`src/rtl/qmc_fx_pkg.sv`:
```
// qmc_fx_pkg
//   Shared fixed-point definitions for the QMC-LSM path generator stages.
//   Provides the default Q(16.16) word format, the rounding / saturation
//   constants derived from it, and the path-stepper FSM state encoding.
package qmc_fx_pkg;

    localparam int FX_WIDTH = 32;
    localparam int FX_QINT  = 16;
    localparam int FX_QFRAC = FX_WIDTH - FX_QINT;

    // Half an LSB of the product's discarded fraction (round half-up bias)
    // and the all-ones saturation value for the default word.
    localparam logic [2*FX_WIDTH-1:0] FX_ROUND_HALF = 64'(1) << (FX_QFRAC - 1);
    localparam logic [FX_WIDTH-1:0]   FX_SAT_MAX    = '1;

    typedef enum logic [1:0] {
        ST_IDLE  = 2'd0,
        ST_INIT  = 2'd1,
        ST_RUN   = 2'd2,
        ST_DRAIN = 2'd3
    } stepper_state_t;

endpackage

```
`src/rtl/fx_umul_round_sat.sv`:
```
// fx_umul_round_sat
//   Registered unsigned fixed-point multiply: y = sat(round_half_up(a*b >> QFRAC)).
//   Ports:
//     clk, rst_n   : clock, synchronous active-low reset (clears valid/result/flag)
//     vld_i        : operands valid
//     a_i, b_i     : unsigned Q(WIDTH-QFRAC . QFRAC) operands
//     res_nxt_o    : combinational result, for callers that must write it back
//                    on the same edge the registered result updates
//     res_o, ovf_o : registered result and its saturation flag
//     vld_o        : registered valid, one cycle after vld_i
module fx_umul_round_sat
    import qmc_fx_pkg::*;
#(
    parameter int WIDTH = FX_WIDTH,
    parameter int QFRAC = FX_QFRAC
) (
    input  logic             clk,
    input  logic             rst_n,
    input  logic             vld_i,
    input  logic [WIDTH-1:0] a_i,
    input  logic [WIDTH-1:0] b_i,
    output logic [WIDTH-1:0] res_nxt_o,
    output logic [WIDTH-1:0] res_o,
    output logic             ovf_o,
    output logic             vld_o
);

    // One guard bit so the rounding bias can never wrap the product.
    localparam int PW = 2 * WIDTH + 1;

    if (QFRAC < 1 || QFRAC >= WIDTH) begin : g_bad_qfrac
        $error("fx_umul_round_sat: QFRAC must be in 1..WIDTH-1");
    end

    function automatic logic [PW-1:0] round_half_up(input logic [2*WIDTH-1:0] p);
        logic [PW-1:0] half;
        half            = '0;
        half[QFRAC-1]   = 1'b1;
        return ({1'b0, p} + half) >> QFRAC;
    endfunction

    // Returns {overflow, value}.
    function automatic logic [WIDTH:0] saturate(input logic [PW-1:0] r);
        if (|r[PW-1:WIDTH]) begin
            return {1'b1, {WIDTH{1'b1}}};
        end
        return {1'b0, r[WIDTH-1:0]};
    endfunction

    logic [2*WIDTH-1:0] prod;
    logic [WIDTH:0]     sat;

    always_comb begin
        prod      = {{WIDTH{1'b0}}, a_i} * {{WIDTH{1'b0}}, b_i};
        sat       = saturate(round_half_up(prod));
        res_nxt_o = sat[WIDTH-1:0];
    end

    always_ff @(posedge clk) begin
        if (!rst_n) begin
            vld_o <= 1'b0;
            res_o <= '0;
            ovf_o <= 1'b0;
        end else begin
            vld_o <= vld_i;
            if (vld_i) begin
                res_o <= sat[WIDTH-1:0];
                ovf_o <= sat[WIDTH];
            end
        end
    end

endmodule

```
`src/rtl/gbm_path_stepper.sv`:
```
// gbm_path_stepper
//   Holds the current price of every simulated path and multiplies it by the
//   incoming per-step growth factor, writing the product back and streaming it
//   with its path/step tag. Factors arrive path-fastest, one per valid_in.
//   Ports:
//     clk, rst_n          : clock, synchronous active-low reset
//     start, s0           : run start pulse and initial spot (sampled on accept)
//     valid_in, exp_factor: growth factor stream (no backpressure)
//     price_out, path_idx_out, step_idx_out, valid_out : tagged result stream
//     busy, done          : run in progress / one-cycle end-of-run pulse
//     overflow_err        : sticky, a product saturated this run
//     drop_err            : sticky, a factor arrived outside RUN
module gbm_path_stepper
    import qmc_fx_pkg::*;
#(
    parameter int WIDTH     = FX_WIDTH,
    parameter int QINT      = FX_QINT,
    parameter int QFRAC     = WIDTH - QINT,
    parameter int NUM_PATHS = 64,
    parameter int NUM_STEPS = 52,
    localparam int PIW = $clog2(NUM_PATHS),
    localparam int SIW = $clog2(NUM_STEPS + 1)
) (
    input  logic             clk,
    input  logic             rst_n,
    input  logic             start,
    input  logic [WIDTH-1:0] s0,
    input  logic             valid_in,
    input  logic [WIDTH-1:0] exp_factor,
    output logic [WIDTH-1:0] price_out,
    output logic [PIW-1:0]   path_idx_out,
    output logic [SIW-1:0]   step_idx_out,
    output logic             valid_out,
    output logic             busy,
    output logic             done,
    output logic             overflow_err,
    output logic             drop_err
);

    if (NUM_PATHS < 2) begin : g_bad_paths
        $error("gbm_path_stepper: NUM_PATHS must be >= 2");
    end
    if (NUM_STEPS < 1) begin : g_bad_steps
        $error("gbm_path_stepper: NUM_STEPS must be >= 1");
    end
    if (QINT + QFRAC != WIDTH) begin : g_bad_q
        $error("gbm_path_stepper: QINT + QFRAC must equal WIDTH");
    end

    stepper_state_t   state_q, state_d;
    logic [PIW-1:0]   path_cnt_q, path_cnt_d;
    logic [SIW-1:0]   step_cnt_q, step_cnt_d;
    logic             ovf_err_q, ovf_err_d;
    logic             drop_err_q, drop_err_d;
    logic [WIDTH-1:0] s0_q;
    logic [WIDTH-1:0] mem [NUM_PATHS];

    logic             accept, last_path, last_step;
    logic             vld_p1, last_p1;
    logic [WIDTH-1:0] price_p1, factor_p1;
    logic [PIW-1:0]   path_p1, path_p2;
    logic [SIW-1:0]   step_p1, step_p2;
    logic             vld_p2, last_p2, ovf_p2;
    logic [WIDTH-1:0] res_nxt, res_p2;

    assign accept    = (state_q == ST_RUN) && valid_in;
    assign last_path = (path_cnt_q == PIW'(NUM_PATHS - 1));
    assign last_step = (step_cnt_q == SIW'(NUM_STEPS - 1));

    always_comb begin
        state_d    = state_q;
        path_cnt_d = path_cnt_q;
        step_cnt_d = step_cnt_q;
        ovf_err_d  = ovf_err_q;
        drop_err_d = drop_err_q;
        case (state_q)
            ST_IDLE: begin
                if (start) begin
                    state_d    = ST_INIT;
                    path_cnt_d = '0;
                    step_cnt_d = '0;
                    ovf_err_d  = 1'b0;
                    drop_err_d = 1'b0;
                end
            end
            ST_INIT: begin
                if (last_path) begin
                    path_cnt_d = '0;
                    state_d    = ST_RUN;
                end else begin
                    path_cnt_d = path_cnt_q + PIW'(1);
                end
            end
            ST_RUN: begin
                if (valid_in) begin
                    if (last_path) begin
                        path_cnt_d = '0;
                        step_cnt_d = step_cnt_q + SIW'(1);
                        if (last_step) begin
                            state_d = ST_DRAIN;
                        end
                    end else begin
                        path_cnt_d = path_cnt_q + PIW'(1);
                    end
                end
            end
            ST_DRAIN: begin
                // Earlier results may still be emitting here; only the tagged
                // final one ends the run.
                if (vld_p2 && last_p2) begin
                    state_d = ST_IDLE;
                end
            end
            default: state_d = ST_IDLE;
        endcase
        if (valid_in && (state_q != ST_RUN)) begin
            drop_err_d = 1'b1;
        end
        if (vld_p2 && ovf_p2) begin
            ovf_err_d = 1'b1;
        end
    end

    always_ff @(posedge clk) begin
        if (!rst_n) begin
            state_q    <= ST_IDLE;
            path_cnt_q <= '0;
            step_cnt_q <= '0;
            ovf_err_q  <= 1'b0;
            drop_err_q <= 1'b0;
        end else begin
            state_q    <= state_d;
            path_cnt_q <= path_cnt_d;
            step_cnt_q <= step_cnt_d;
            ovf_err_q  <= ovf_err_d;
            drop_err_q <= drop_err_d;
        end
    end

    always_ff @(posedge clk) begin
        if ((state_q == ST_IDLE) && start) begin
            s0_q <= s0;
        end
    end

    // ---- stage 1: price read, factor and tag capture ----
    always_ff @(posedge clk) begin
        if (!rst_n) begin
            vld_p1 <= 1'b0;
        end else begin
            vld_p1 <= accept;
        end
    end

    always_ff @(posedge clk) begin
        if (accept) begin
            price_p1  <= mem[path_cnt_q];
            factor_p1 <= exp_factor;
            path_p1   <= path_cnt_q;
            step_p1   <= step_cnt_q + SIW'(1);
            last_p1   <= last_path && last_step;
        end
    end

    // Single write port: INIT fill, otherwise stage-2 write-back. The write
    // lands on the same edge as price_out, at least one edge before the next
    // read of that path, so no bypass is required.
    always_ff @(posedge clk) begin
        if (state_q == ST_INIT) begin
            mem[path_cnt_q] <= s0_q;
        end else if (vld_p1) begin
            mem[path_p1] <= res_nxt;
        end
    end

    // ---- stage 2: multiply, round, saturate, tag ----
    fx_umul_round_sat #(
        .WIDTH (WIDTH),
        .QFRAC (QFRAC)
    ) u_mul (
        .clk       (clk),
        .rst_n     (rst_n),
        .vld_i     (vld_p1),
        .a_i       (price_p1),
        .b_i       (factor_p1),
        .res_nxt_o (res_nxt),
        .res_o     (res_p2),
        .ovf_o     (ovf_p2),
        .vld_o     (vld_p2)
    );

    always_ff @(posedge clk) begin
        if (!rst_n) begin
            path_p2 <= '0;
            step_p2 <= '0;
            last_p2 <= 1'b0;
        end else if (vld_p1) begin
            path_p2 <= path_p1;
            step_p2 <= step_p1;
            last_p2 <= last_p1;
        end
    end

    assign price_out    = res_p2;
    assign path_idx_out = path_p2;
    assign step_idx_out = step_p2;
    assign valid_out    = vld_p2;
    assign done         = vld_p2 && last_p2;
    assign busy         = (state_q != ST_IDLE);
    assign overflow_err = ovf_err_q;
    assign drop_err     = drop_err_q;

endmodule

```
`config.mk`:
```
export PLATFORM = sky130hd
export DESIGN_NAME = gbm_path_stepper
export DESIGN_NICKNAME = d
export VERILOG_FILES = /design/src/rtl/qmc_fx_pkg.sv /design/src/rtl/fx_umul_round_sat.sv /design/src/rtl/gbm_path_stepper.sv
export SDC_FILE = /design/constraint.sdc
export NUM_CORES = 2
export LEC_CHECK = 0
export CORE_ASPECT_RATIO = 0.8
export CORE_MARGIN = 3
export CORE_UTILIZATION = 40
export CTS_BUF_LIST = sky130_fd_sc_hd__clkbuf_4 sky130_fd_sc_hd__clkbuf_8
export DETAILED_ROUTE_END_ITERATION = 12
export PLACE_DENSITY = 0.69
export SLEW_MARGIN = 20
export SYNTH_ARGS = -nofsm -noshare
export SYNTH_HDL_FRONTEND = slang
export SYNTH_HIERARCHICAL = 1
export SYNTH_SLANG_ARGS = --single-unit
```
`constraint.sdc`:
```
create_clock -name clk -period 8.4 [get_ports clk]
set_clock_uncertainty 0.2 [all_clocks]
set_input_delay 2.52 -clock clk [delete_from_list [all_inputs] [get_ports clk]]
set_output_delay 2.52 -clock clk [all_outputs]
set_load 0.005 [all_outputs]
```
Word level (Yosys, flattened, before mapping)
Memory sizes are Yosys's and may differ from the RTL's. A register that Yosys moved wholly into a read port is not among the register bits.
Cells that the tools add are included.
Storage, ports and cells
  bits in registers: 141
  RAM bits: 2048
  output and inout port bits: 49
  word-level logic and storage cells: 84
  memories kept: 1
Memories
  mem: depth 64, bits a word 32, rd ports 1, clocked after memory_dff 1, wr ports 1, line gbm_path_stepper.sv:56  | logic [WIDTH-1:0] mem [NUM_PATHS];
Operators by class
  $add $sub $neg: 3
  multipliers: 1
  eq/ne operators: 12
  mux-type cells: 29
  reductions and logical operators: 21
Operators by type and width (count)
  $mux 33: 2
  $add 64x16->65 const B: 1
  $mul 32x32->64: 1
  $mux 6: 6
  $mux 32: 1
  $reduce_or 32->1: 1
  $pmux 6 s3: 1
  $reduce_or 17->1: 1
  $ne 2x2->1 const B: 7
  $add 6x1->6 const B: 2
  $eq 6x6->1 const B: 2
  $mux 2: 6
  $pmux 6 s2: 1
  $reduce_bool 2->1: 6
  $mux 1: 11
  $pmux 2 s4: 1
  $logic_and 1x1->1: 6
  $reduce_and 6->1: 1
  $eq 2x2->1 const B: 2
  $reduce_and 2->1: 2
  $reduce_and 4->1: 1
  $reduce_and 3->1: 1
  $reduce_bool 3->1: 1
  $eq 2x1->1 const B: 1
  $logic_not 2->1: 1

Depth between registers and ports, before layout
  depth in word-level cells: 6
  depth in mapped cells: 33
  depth with buffers taken out: 28

Modules after synthesis
The synthesis kept the hierarchy.
Modules (own cells, without submodules)
  gbm_path_stepper: instances 1, cells each 3916, area each 83611.4 um^2, sequential area each 65372.7 um^2
  fx_umul_round_sat: instances 1, cells each 4047, area each 36112.1 um^2, sequential area each 680.7 um^2

Worst setup path after synthesis
OpenSTA, ideal clock, no wires.
  path type: register to register
  start: register factor_p1[17]
  end: memory mem[0][8] (netlist bit), data pin
  setup time: 514 ps
  arrival: 8177 ps
  required time: 7686 ps
  setup slack: -491 ps
  stages on the path, launching flop included: 32
  path buffers: 5
  cell sequence: edfxtp_1 -> clkbuf_1 -> and2_1 -> fa_1 -> inv_1 -> fa_1 -> inv_1 -> fa_1 -> inv_1 -> fa_1 -> inv_1 -> fa_1 -> fa_1 -> fa_1 -> fa_1 -> ha_1 -> buf_2 -> a21oi_2 -> o21ai_1 -> a211oi_1 -> a211oi_2 -> o31a_1 -> o32a_1 -> nor4_1 -> nand4_1 -> nor4_2 -> buf_4 -> buf_4 -> nand2_1 -> buf_4 -> nand2_1 -> nand2_1
Between the ends
  word-level cells in the longest chain between the ends: 6
RTL lines
  start, declared: line gbm_path_stepper.sv:60  | logic [WIDTH-1:0] price_p1, factor_p1;
  start signal, assigned: line gbm_path_stepper.sv:158  | factor_p1 <= exp_factor;
  $mul 32x32->64 (*): line fx_umul_round_sat.sv:54  | prod = {{WIDTH{1'b0}}, a_i} * {{WIDTH{1'b0}}, b_i};
  $add 64x16->65 (*): line fx_umul_round_sat.sv:39  | return ({1'b0, p} + half) >> QFRAC;
  $reduce_or 17->1: line fx_umul_round_sat.sv:44  | if (|r[PW-1:WIDTH]) begin
  $mux 1: line fx_umul_round_sat.sv:44
  $mux 33 (*): line fx_umul_round_sat.sv:47  | return {1'b0, r[WIDTH-1:0]};
  via u_mul.sat[8]: line fx_umul_round_sat.sv:51  | logic [WIDTH:0] sat;
  $mux 32 (no source line) (*)
  end, declared: line gbm_path_stepper.sv:56
Mark *: on every way through the listed nets, which the timed path passes. The rest lies on a longest branch.

Final worst setup path
  start: register price_p1[14], read port of mem
  end: memory mem[62][15] (netlist bit), data pin
Between the ends
  word-level cells in the longest chain between the ends: 6
RTL lines
  start, declared: line gbm_path_stepper.sv:60
  $mul 32x32->64 (*): line fx_umul_round_sat.sv:54
  $add 64x16->65 (*): line fx_umul_round_sat.sv:39
  $reduce_or 17->1: line fx_umul_round_sat.sv:44
  $mux 1: line fx_umul_round_sat.sv:44
  $mux 33 (*): line fx_umul_round_sat.sv:47
  via res_nxt[15]: line gbm_path_stepper.sv:64  | logic [WIDTH-1:0] res_nxt, res_p2;
  $mux 32 (no source line) (*)
Marked as above.

==> metrics.cfg <==
[outcome]
status=finished with violations
violations=negative setup slack

[synth]
ys_seq_area_frac=0.5517
ys.warnings.count=6
synth.largest_area_cell=edfxtp_1
syn_area_um2=119700
synthTopCellsByArea=edfxtp_1 54%, fa_1 15%, mux4_2 8.6%
async_flop_share=0
synth_area_per_cell_um2=15.03
syn-instance-count=7963
netlist.area_leader.share=0.5410
synth_edf_count=2157
ys.flop_type=edfxtp_1
synth.distinct_cells=87
ys_ff_latch=2221
syn-num-nets=9225

[worst_setup_path]
cp-startpoint=price_p1[14]$_DFFE_PP_
end_kind=register
path_max_fanout=64
reg2reg_depth=34
cp-start-kind=register
cp_slowest_cell=fa_1
reg2reg_slack_ps=-660
path_class=register to register
timing.rr.end=mem[62][15]$_DFFE_PP_
crit_arrival_ps=9510
max_stage_delay_ps=580
cp.required_ps=8860
path_common_cell=fa_1
worstReg2RegStart=price_p1[14]$_DFFE_PP_

[drt]
num_vias=73740
firstDrtPassIters=8
antenna_left=0
drc=0
drt_wl_total_um=375200
viasPerCell=5.692
initialDrtViolationCount=10430
wl_per_cell_um=28.96

[cells_and_area]
layout_common_cells=2157 x edfxtp_1, 875 x inv_1, 850 x fa_1
drive_gt1_frac=0.2342
multi_input_area_um2=49810
fill_cells=25080
fin_nets=9958
fin_util=0.4701
syn2layout_area_growth_pct=16.88
final_common_cell=edfxtp_1
design_area_um2=139900
regArea_um2=66080

[die]
io-pin-count=117
die_area_um2=306000
rows=179
initial_core_util=0.4022
fp.dieH_um=495.3
core_area_um2=297600
fp.dieW_um=617.7

[timing]
final-setup-viol-count=2081
hold_violations=0
rsz0062_at_grt=yes
finalMaxSlewViolations=0
fin_crit_ps=9057
slew_headroom=0.1703
setup_tns_ps=-1199860
max_freq_mhz=110.4
tightest_slew_ps=1238
timing.final.crit_share=1.078
setup_ws_ps=-656.8
hold_ws_ps=280.3

[clocking]
htreeDepth=5
cts_num_sinks=2221
clock-root-buffer=clkbuf_8
clk_pin_slew_ps=70
tritoncts=built
holdBufCountCts=0
numCtsBuffers=325
worstSkewPairLatency_ps=990
cts_buffer_depth=4

[grt]
grt_use_met1=0.3191
top_usage_layer=met2
use_met2=0.3619
grt_pass1_vias=75600
gr-total-overflow=0
grt_pass1_wl_um=533000
grt_max_degree=126
grt.total_usage=0.2418
met3_usage=0.08642
antenna_found_initial=27

[min_path]
worstHoldPathType=register to register
whs_endpoint=path_idx_out[0]$_SDFFE_PN0P_
min_from=path_idx_out[0]$_SDFFE_PN0P_
whs_path_depth=2

[place]
portBuffers=116
gp_congestion=0.9042
dp_hpwl_um=246000
placed_cell_area_um2=131300

[job]
drv_cap=0

## stage by stage
| stage | worst slack (ps) | cells |
|---|---|---|
| finish | -656.8 | 12960 |
| global route | -833.3 | 12920 |
| CTS | -550.7 | 12860 |
| detailed placement | -1144 | 12280 |
| global placement | -1153 | 12270 |
| floorplan | 26.21 | 7963 |
## metal layers
metal	share of wire	vias up	wire length (um)
met5	0.00019	-	73
met4	0.048	10	18090
met1	0.37	38040	137500
met3	0.14	909	53910
met2	0.44	4966	165600
li1	-	29810	-
## cells in the mapped netlist, types with 11 or more instances
master,count
a21o_1,18
clkbuf_1,289
mux4_2,456
a211oi_1,11
o22a_1,13
buf_6,27
buf_4,74
nand3_1,44
inv_1,892
o21ai_0,116
fa_1,898
o211ai_1,22
edfxtp_1,2157
xnor2_1,29
buf_2,85
o21a_1,15
mux2i_1,170
xor2_1,19
a221oi_2,15
nand2b_1,25
o21ai_1,33
buf_1,11
nor2b_1,17
a22oi_1,96
a31oi_1,59
a21oi_1,147
ha_1,296
nand4_1,47
and2_1,726
o31ai_1,11
dfxtp_1,64
nor2_1,187
nand2_1,631
o22ai_1,68
nor3_1,34
nor4_1,15
## cell families after synthesis
logic type / count (synthesis) / synth area share
DFF: 2221 / 0.5517
and+or+nand+nor: 1771 / 0.07518
buffers and inverters: 1382 / 0.04833
adders and majority gates: 1194 / 0.1811
AOI/OAI and AO/OA: 714 / 0.03951
muxes: 633 / 0.1007
xor gates and xnor gates: 48 / 0.003511
## final cells by class
type / count / share of cell area
Antenna cell: 41 / 0.0007332
Clock buffer: 436 / 0.03832
Clock inverter: 127 / 0.005928
Inverter: 894 / 0.02400
Multi-Input combinational cell: 4360 / 0.3559
Sequential cell: 2221 / 0.4722
Tap cell: 3982 / 0.03560
Timing Repair Buffer: 894 / 0.06731
## registers in the layout (all words and copies together) (netlist names), 32 cells and up
name / count
price_p1: 32
u_mul/res_o: 32
factor_p1: 32
s0_q: 32
mem: 2048
## timing repair
item / CTS / global route
pin swaps: 28 / 110
resized for setup: 102 / 180
cloned: 2 / 28
setup endpoints to repair: 2081 / 2081
setup buffers: 14 / 32
## how the worst max path moves through the flow
stage / end / slack, ps / depth (start not counted)
floorplan: mem[0][8]$_DFFE_PP_ / 30 / 31
CTS: mem[19][18]$_DFFE_PP_ / -550 / 31
global route: mem[33][26]$_DFFE_PP_ / -830 / 34
global placement: mem[45][5]$_DFFE_PP_ / -1150 / 30
detailed placement: mem[54][5]$_DFFE_PP_ / -1140 / 30
finish: mem[62][15]$_DFFE_PP_ / -660 / 34
## critical path: cells and delay by family, from the launching register on
family | cells | cell delay (ps)
simple gates | 9 | 1290
compound gates | 3 | 560
xor+xnor | 1 | 250
buf+inv | 12 | 1640
flops | 1 | 440
fa+ha+maj | 9 | 4270
Power is not shown: default switching activity piles up to over one toggle a cycle in this logic, so the estimate is an artifact.
